===== src/rtl/lsu_pkg.sv =====
// Shared constants and types for the load/store unit.
package lsu_pkg;

    localparam logic [2:0] F3_LB  = 3'b000;
    localparam logic [2:0] F3_LH  = 3'b001;
    localparam logic [2:0] F3_LW  = 3'b010;
    localparam logic [2:0] F3_LBU = 3'b100;
    localparam logic [2:0] F3_LHU = 3'b101;

    typedef enum logic [1:0] {
        IDLE   = 2'd0,
        ACCESS = 2'd1,
        RESP   = 2'd2
    } state_t;

endpackage


===== src/rtl/lsu_lane_align.sv =====
// Byte-lane steering: misalign/illegal detection, byte enables and store replication
// for the issuing access, plus extract/extend of the returned load word.
module lsu_lane_align
    import lsu_pkg::*;
(
    input  logic [2:0]  funct3,
    input  logic        is_store,
    input  logic [1:0]  off,
    input  logic [31:0] wdata,
    output logic        mis,
    output logic [3:0]  be,
    output logic [31:0] wdata_rep,
    input  logic [2:0]  ld_funct3,
    input  logic [1:0]  ld_off,
    input  logic [31:0] bus_rdata,
    output logic [31:0] ld_data
);

    logic        illegal;
    logic [7:0]  ld_byte;
    logic [15:0] ld_half;

    // 011 and 11x are never legal; unsigned sizes only exist for loads
    assign illegal = (funct3 == 3'b011) || (funct3[2:1] == 2'b11) || (is_store && funct3[2]);

    always_comb begin
        mis       = illegal;
        be        = 4'b1111;
        wdata_rep = wdata;
        case (funct3[1:0])
            2'b00: begin
                be        = 4'b0001 << off;
                wdata_rep = {4{wdata[7:0]}};
            end
            2'b01: begin
                mis       = illegal | off[0];
                be        = off[1] ? 4'b1100 : 4'b0011;
                wdata_rep = {2{wdata[15:0]}};
            end
            default: mis = illegal | (off != 2'b00);
        endcase
    end

    assign ld_byte = bus_rdata[{ld_off, 3'b000} +: 8];
    assign ld_half = ld_off[1] ? bus_rdata[31:16] : bus_rdata[15:0];

    always_comb begin
        case (ld_funct3)
            F3_LB:   ld_data = {{24{ld_byte[7]}}, ld_byte};
            F3_LH:   ld_data = {{16{ld_half[15]}}, ld_half};
            F3_LBU:  ld_data = {24'd0, ld_byte};
            F3_LHU:  ld_data = {16'd0, ld_half};
            default: ld_data = bus_rdata;
        endcase
    end

endmodule


===== src/rtl/lsu_mem_ctrl.sv =====
// Load/store unit: issues one req/ack bus access per load/store, stalls the core
// while it is in flight, and returns formatted load data.
module lsu_mem_ctrl
    import lsu_pkg::*;
#(
    parameter int TIMEOUT = 64
) (
    input  logic        clk,
    input  logic        reset,
    input  logic        mem_read,
    input  logic        mem_write,
    input  logic [2:0]  funct3,
    input  logic [31:0] addr,
    input  logic [31:0] wdata,
    output logic [31:0] rdata,
    output logic        stall,
    output logic        misalign,
    output logic        err_sticky,
    output logic        bus_req,
    output logic        bus_we,
    output logic [31:0] bus_addr,
    output logic [3:0]  bus_be,
    output logic [31:0] bus_wdata,
    input  logic        bus_ack,
    input  logic [31:0] bus_rdata
);

    localparam logic [15:0] CNT_LAST = 16'(TIMEOUT - 1);

    state_t      state, state_nxt;
    logic [15:0] cnt;
    logic [2:0]  f3_q;
    logic [1:0]  off_q;
    logic        access_req, mis_raw, to_hit;
    logic [3:0]  be_c;
    logic [31:0] wdata_c, ld_data;

    lsu_lane_align u_align (
        .funct3    (funct3),
        .is_store  (mem_write),
        .off       (addr[1:0]),
        .wdata     (wdata),
        .mis       (mis_raw),
        .be        (be_c),
        .wdata_rep (wdata_c),
        .ld_funct3 (f3_q),
        .ld_off    (off_q),
        .bus_rdata (bus_rdata),
        .ld_data   (ld_data)
    );

    assign access_req = mem_read | mem_write;
    assign misalign   = access_req & mis_raw;
    assign bus_req    = (state == ACCESS);
    assign to_hit     = (state == ACCESS) && !bus_ack && (cnt == CNT_LAST);

    always_comb begin
        state_nxt = state;
        stall     = 1'b0;
        case (state)
            IDLE: if (access_req && !mis_raw) begin
                // reset is already holding state in IDLE; keep stall quiet too
                stall     = ~reset;
                state_nxt = ACCESS;
            end
            ACCESS: begin
                stall = 1'b1;
                if (bus_ack || to_hit) state_nxt = RESP;
            end
            RESP:    state_nxt = IDLE;
            default: state_nxt = IDLE;
        endcase
    end

    always_ff @(posedge clk or posedge reset) begin
        if (reset) begin
            state      <= IDLE;
            cnt        <= '0;
            rdata      <= '0;
            err_sticky <= 1'b0;
            bus_we     <= 1'b0;
            bus_addr   <= '0;
            bus_be     <= '0;
            bus_wdata  <= '0;
            f3_q       <= '0;
            off_q      <= '0;
        end else begin
            state <= state_nxt;
            cnt   <= (state == ACCESS) ? cnt + 16'd1 : 16'd0;
            case (state)
                IDLE: if (access_req) begin
                    if (mis_raw) begin
                        err_sticky <= 1'b1;
                    end else begin
                        bus_addr  <= {addr[31:2], 2'b00};
                        bus_be    <= be_c;
                        bus_wdata <= wdata_c;
                        bus_we    <= mem_write;
                        f3_q      <= funct3;
                        off_q     <= addr[1:0];
                    end
                end
                ACCESS: begin
                    if (bus_ack) begin
                        if (!bus_we) rdata <= ld_data;
                    end else if (to_hit) begin
                        err_sticky <= 1'b1;
                        if (!bus_we) rdata <= '0;
                    end
                end
                default: ;
            endcase
        end
    end

endmodule


===== config.mk =====
export PLATFORM = sky130hd
export DESIGN_NAME = lsu_mem_ctrl
export DESIGN_NICKNAME = d
export VERILOG_FILES = /design/src/rtl/lsu_pkg.sv /design/src/rtl/lsu_lane_align.sv /design/src/rtl/lsu_mem_ctrl.sv
export SDC_FILE = /design/constraint.sdc
export NUM_CORES = 1
export LEC_CHECK = 0
export ABC_AREA = 1
export CAP_MARGIN = 20
export CELL_PAD_IN_SITES_DETAIL_PLACEMENT = 1
export CELL_PAD_IN_SITES_GLOBAL_PLACEMENT = 1
export CORE_ASPECT_RATIO = 0.9
export CORE_MARGIN = 2
export CORE_UTILIZATION = 35
export CTS_CLUSTER_DIAMETER = 200
export DETAILED_ROUTE_END_ITERATION = 6
export PLACE_DENSITY = 0.95
export SLEW_MARGIN = 20
export SYNTH_ARGS = -nofsm -noshare
export SYNTH_HDL_FRONTEND = slang
export SYNTH_SLANG_ARGS = --single-unit

===== constraint.sdc =====
create_clock -name clk -period 12 [get_ports clk]
set_input_delay 2.4 -clock clk [delete_from_list [all_inputs] [get_ports clk]]
set_output_delay 2.4 -clock clk [all_outputs]
set_load 0.02 [all_outputs]

* Word-level counts from Yosys, hierarchy flattened
Cells that the tools add are included.
** Word-level totals
- Bits in registers :: 123
- Input port bits :: 104
- Output and inout port bits :: 105
- Logic and storage cells :: 75
** Operators by class
- $add $sub $neg :: 1
- Eq/ne operators :: 16
- Shift-type cells :: 2
- Muxes and demuxes :: 21
- Bitwise logic cells :: 6
- Reductions and logical operators :: 19
** Operators by type and width (count)
- two-way mux 32 bit :: 4
- one-hot mux 32 bit (4 select lines) :: 1
- one-hot mux 32 bit (2 select lines) :: 1
- two-way mux 16 bit :: 2
- indexed part select 32 x 6 -> 8 bit :: 1
- adder 16 x 1 -> 16 bit (second input constant) :: 1
- equality test 16 x 6 -> 1 bit (second input constant) :: 1
- inequality test 2 bit (second input constant) :: 6
- one-hot mux 4 bit (2 select lines) :: 1
- equality test 3 bit (second input constant) :: 2
- one-hot mux 1 bit (2 select lines) :: 3
- nonzero test 2 bit :: 3
- two-way mux 1 bit :: 5
- AND reduction 5 bit :: 1
- equality test 2 x 1 -> 1 bit (second input constant) :: 2
- logical AND 1 bit :: 4
- logical NOT 2 bit :: 2
- two-way mux 2 bit :: 2
- two-way mux 4 bit :: 1
- inequality test 2 x 1 -> 1 bit (second input constant) :: 2
- one-hot mux 2 bit (2 select lines) :: 1
- AND reduction 4 bit :: 1
- << shifter 1 x 2 -> 4 bit (first input constant) :: 1
- equality test 3 x 1 -> 1 bit (second input constant) :: 1
- other kinds (10) :: 16

* Longest topological paths before layout
- Depth after elaboration :: 9
- Depth in mapped cells :: 10
- Mapped depth without buffers :: 9

* Cells and area by module
From an unflattened synthesis, not the netlist that was laid out.
** Second synthesis, totals
- Cells, all modules :: 717
- Area total of the unflattened synthesis :: 6606.3 um^2
** Modules (own cells, without submodules)
- lsu_mem_ctrl :: instances 1, cells an instance 427, area an instance 5197.5 um^2, sequential area each 3078.0 um^2
- lsu_lane_align :: instances 1, cells an instance 290, area an instance 1408.9 um^2, sequential area each 0.0 um^2

* Worst setup path after synthesis
Ideal clock, no wire load.
- Path kind :: input to output
- Start point :: input port reset
- End point :: output port stall
- Arrival :: 5.407 ns
- Data required time :: 9.600 ns
- Setup slack :: 4.193 ns
- Stages :: 3
- Path buffers :: 0
- Path through :: inv_1 -> nand3_1 -> nand2_1
** On the way
- Cells in the longest elaborated chain, start to end :: 3
** Ends and longest elaborated chain
- start: declaration :: RTL line lsu_mem_ctrl.sv:9 : input logic reset,
- inverter 1 bit :: RTL line lsu_mem_ctrl.sv:63 : stall = ~reset;
- two-way mux 1 bit :: RTL line lsu_mem_ctrl.sv:61 : IDLE: if (access_req && !mis_raw) begin
- one-hot mux 1 bit (2 select lines) :: RTL line lsu_mem_ctrl.sv:60 : case (state)
- end: declaration :: RTL line lsu_mem_ctrl.sv:16 : output logic stall,
Every way passes these cells.

* Worst setup path in the final report
- Start point :: input port funct3[0]
- End point :: output port stall
** On the way
- Cells in the longest elaborated chain, start to end :: 9
- Elaborated cells on any way between the ends :: 12
- Classes of those cells :: eq/ne: 2; mux: 3; bitwise: 2; reduce/logical: 5
** Ends and longest elaborated chain
- start: declaration :: RTL line lsu_mem_ctrl.sv:12 : input logic [2:0] funct3,
- equality test 3 x 2 -> 1 bit :: RTL line lsu_lane_align.sv:24 : assign illegal = (funct3 == 3'b011) || (funct3[2:1] == 2'b11) || (is_store && funct3[2]);
- logical OR 1 bit (2 in a row) :: RTL line lsu_lane_align.sv:24
- OR 1 bit, on equally long branches :: RTL line lsu_lane_align.sv:40, lsu_lane_align.sv:36
- one-hot mux 1 bit (2 select lines) * :: RTL line lsu_lane_align.sv:30 : case (funct3[1:0])
- logical NOT 1 bit * :: RTL line lsu_mem_ctrl.sv:61
- logical AND 1 bit * :: RTL line lsu_mem_ctrl.sv:61
- two-way mux 1 bit * :: RTL line lsu_mem_ctrl.sv:61
- one-hot mux 1 bit (2 select lines) * :: RTL line lsu_mem_ctrl.sv:60
Mark *: on every way between the ends. The rest lies on a longest branch, timed or not.

==> results.py <==
metrics = {
    "clock_network": {
        "cts.root.buffer_cell": "sky130_fd_sc_hd__clkbuf_16",
        "post_cts_resize_count": 0,
        "clkTransAtPathRegs_ns": 0.06,
        "cts.repair_timing.setup_buffer_count": 0,
        "clock_tree.buffer_depth": 2,
        "clock_insertion_delay_worst_skew_ns": 0.42,
        "cts_tree": "built",
        "htree_levels": 4,
        "numClockSinks": 123,
        "cts_buffers": 17,
        "cts_hold_buf": 0,
    },
    "global_route": {
        "first_pass_grt_wire_length_mm": 33.8,
        "antenna_found_initial": 0,
        "track_usage": 0.233,
        "grt_remaining_overflow": 0,
        "vias_in_the_first_global_route": 6505,
        "pin_count_of_the_biggest_net_entering_global_routing": 91,
    },
    "power": {
        "power_frac_seq": 0.323,
        "vdd_drop_max_mv": 0.121,
        "swShare": 0.378,
        "pwr-share-comb": 0.412,
        "p_per_area_nw_per_um2": 227,
        "switchingPower_uw": 763,
        "cellInternalPower_mw": 1.26,
        "total_leakage_power_nw": 4.18,
        "clock_power_share": 0.265,
    },
    "drt": {
        "remaining_drc_errors": 0,
        "postRouteWirelength_mm": 21.2,
        "vias_per_cell": 5.00,
        "detailroute.via_count": 6149,
        "route.antenna.remaining_nets": 0,
        "drt_pre_antenna_iters": 4,
        "drt-initial-drc-count": 285,
        "routed_length_per_placed_instance_um": 17.2,
    },
    "die": {
        "placeableCoreArea_um2": 17400,
        "floorplan.initialDensity": 0.353,
        "die-height_um": 130,
        "ios": 209,
        "die_width_um": 144,
        "num_rows": 46,
        "die-area_um2": 18700,
    },
    "setup_path": {
        "cp_data_arrival_time_ns": 4.47,
        "cp_slowest_stage_delay_ns": 0.64,
        "cp_slowest_cell": "sky130_fd_sc_hd__clkdlybuf4s50_1",
        "crit_path_frequent_cell": "sky130_fd_sc_hd__nand2_1",
        "required_ns": 9.60,
        "critical_path_class": "in2out",
        "critPathMaxFanout": 12,
        "element_type_at_the_critical_path_end": "output port",
        "startpoint_kind_of_the_worst_setup_timing_path": "input port",
        "crit_path_cell_trace": "clkdlybuf4s50_1 -> nand2_1 -> nand2_1 -> o21ai_0 -> nand2_1 -> nor2_4 -> nand3_1 -> nand2_1 -> clkdlybuf4s50_1",
        "reg2reg_depth": 7,
    },
    "logic_synthesis": {
        "synthesis.instances": 794,
        "synth_edf_count": 0,
        "ys_warn_count": 0,
        "syn_avg_cell_area_um2": 7.76,
        "synthArstFlopShare": 1.00,
        "seq_area_frac_synth": 0.500,
        "synthesis.area_um2": 6160,
        "synthFlopType": "sky130_fd_sc_hd__dfrtp_1",
        "yosys.cell_types.count": 35,
        "ys_ff_latch": 123,
    },
    "sta": {
        "slew_viol_final": 0,
        "timing_worst_slew_pin_value_ns": 1.01,
        "fin_crit_ns": 6.87,
        "tns_setup_ns": 0,
        "timing.clock.skew_ns": 0.00584,
        "setup_viol_count_final": 0,
        "max_frequency_ghz": 0.146,
        "unrepaired_setup_endpoints_after_global_routing": "no",
        "final_hold_viols": 0,
        "slew_headroom": 0.327,
        "final.period_utilization": 0.573,
    },
    "final_layout": {
        "final_layout_size_suffix_gt1_frac": 0.0768,
        "area.sequential_um2": 3080,
        "layout_commonest_cell": "sky130_fd_sc_hd__nand2_1",
        "post-route-util": 0.510,
        "multi_input_area_um2": 2680,
        "filler_cell_count": 2090,
        "mostFrequentLayoutCells": "314 x sky130_fd_sc_hd__nand2_1, 205 x sky130_fd_sc_hd__clkdlybuf4s50_1, 123 x sky130_fd_sc_hd__dfrtp_1",
        "nNetsFinal": 1083,
        "num_antenna_cells": 0,
        "syn2layout_area_growth_pct": 44.4,
    },
    "run_status": {
        "outcome": "finished, final reports clean",
    },
    "flow_run": {
        "cap_violations": 0,
    },
    "place": {
        "numPortBuffers": 206,
        "detailedPlacementHpwl_mm": 14.7,
        "gp_congestion": 0.840,
    },
    "hold_path": {
        "hp-class": "reg2reg",
        "worst_hold_path.num_cells": 2,
    },
}
==> flip-flops by register name, summed over array words and instances (netlist names) <==
name        count
bus_addr       30
bus_be          4
bus_wdata      32
bus_we          1
cnt            16
err_sticky      1
f3_q            3
off_q           2
rdata          32
state           2
==> cells in the mapped netlist, types with 7 or more instances <==
cell                       count  area share
sky130_fd_sc_hd__nor2_1       48       0.029
sky130_fd_sc_hd__clkbuf_1     14      0.0085
sky130_fd_sc_hd__nand3_2      10       0.016
sky130_fd_sc_hd__or2_2         8      0.0081
sky130_fd_sc_hd__o21ai_1      19       0.015
sky130_fd_sc_hd__o21ai_2      10       0.014
sky130_fd_sc_hd__a21oi_1      28       0.023
sky130_fd_sc_hd__buf_6         7       0.013
sky130_fd_sc_hd__o21ai_0      40       0.033
sky130_fd_sc_hd__dfrtp_1     123        0.50
sky130_fd_sc_hd__inv_1        33       0.020
sky130_fd_sc_hd__nand3_1      77       0.063
sky130_fd_sc_hd__nand2_1     314        0.19
sky130_fd_sc_hd__buf_2        20       0.016
==> cell type report <==
class,count,share of cell area
Sequential cell,123,0.346
Multi-Input combinational cell,589,0.302
Timing Repair Buffer,210,0.235
Clock buffer,24,0.0553
Tap cell,240,0.0338
Inverter,37,0.0159
Clock inverter,7,0.0127
==> routing by layer <==
| metal | GRT usage | part of all wire | wire [um] |
|---|---|---|---|
| met1 | 0.284 | 0.42 | 8820 |
| met5 | 0 | 0 | 0 |
| met2 | 0.393 | 0.49 | 10400 |
| met3 | 0.0690 | 0.072 | 1520 |
| met4 | 0.0854 | 0.022 | 460 |
==> worst max-delay path: cells and delay by family <==
family / cells / cell delay (ns)
buf+inv: 2 / 1.27
simple gates: 6 / 0.69
compound gates: 1 / 0.11
==> power groups by stage <==
stage / logic [mW] / registers (mW) / clock network, mW
CTS: 0.842 / 0.652 / 0.545
global placement: 0.808 / 0.646 / 0
detailed placement: 0.834 / 0.654 / 0
floorplan: 0.288 / 0.795 / 0
finish: 0.833 / 0.652 / 0.535
global route: 0.903 / 0.668 / 0.562
==> path summary, 6_finish.rpt <==
path | startpoint | to | slack [ns]
worst max-delay path | funct3[0] | stall | 5.13
worst min-delay path | bus_addr[9] | bus_addr[9] | 0.47
worst max register to register | f3_q[1] | rdata[17] | 9.47
worst min register to register | bus_addr[9] | bus_addr[9] | 0.47
max in group asynchronous | reset | rdata[9] | 8.11
min in group asynchronous | reset | bus_wdata[27] | 2.49
==> logic make-up (layout without fill, tap and decap cells) <==
| family | after synthesis | count (layout) | synth area share |
|---|---|---|---|
| AO/OA/AOI/OAI | 106 | 106 | 0.0965 |
| XOR/XNOR | 1 | 1 | 0.00142 |
| adder cells (fa/ha/maj) | 1 | 1 | 0.00203 |
| buffers and inverters | 83 | 278 | 0.0675 |
| flip-flops | 123 | 123 | 0.500 |
| other | 1 | 2 | 0.000609 |
| AND/OR/NAND/NOR | 479 | 479 | 0.332 |
==> stage by stage <==
step	setup slack, ns	hold WS (ns)	std cells	cell area, um^2	power (mW)
after floorplan	4.19	0.433	795	6160	1.08
after global placement	4.46	0.452	1199	8290	1.45
after detailed placement	4.36	0.460	1199	8290	1.49
after CTS	4.34	0.473	1230	8900	2.04
after global routing	4.95	0.489	1230	8890	2.13
final	5.13	0.471	1230	8890	2.02
(Power assumes the default switching activity.)
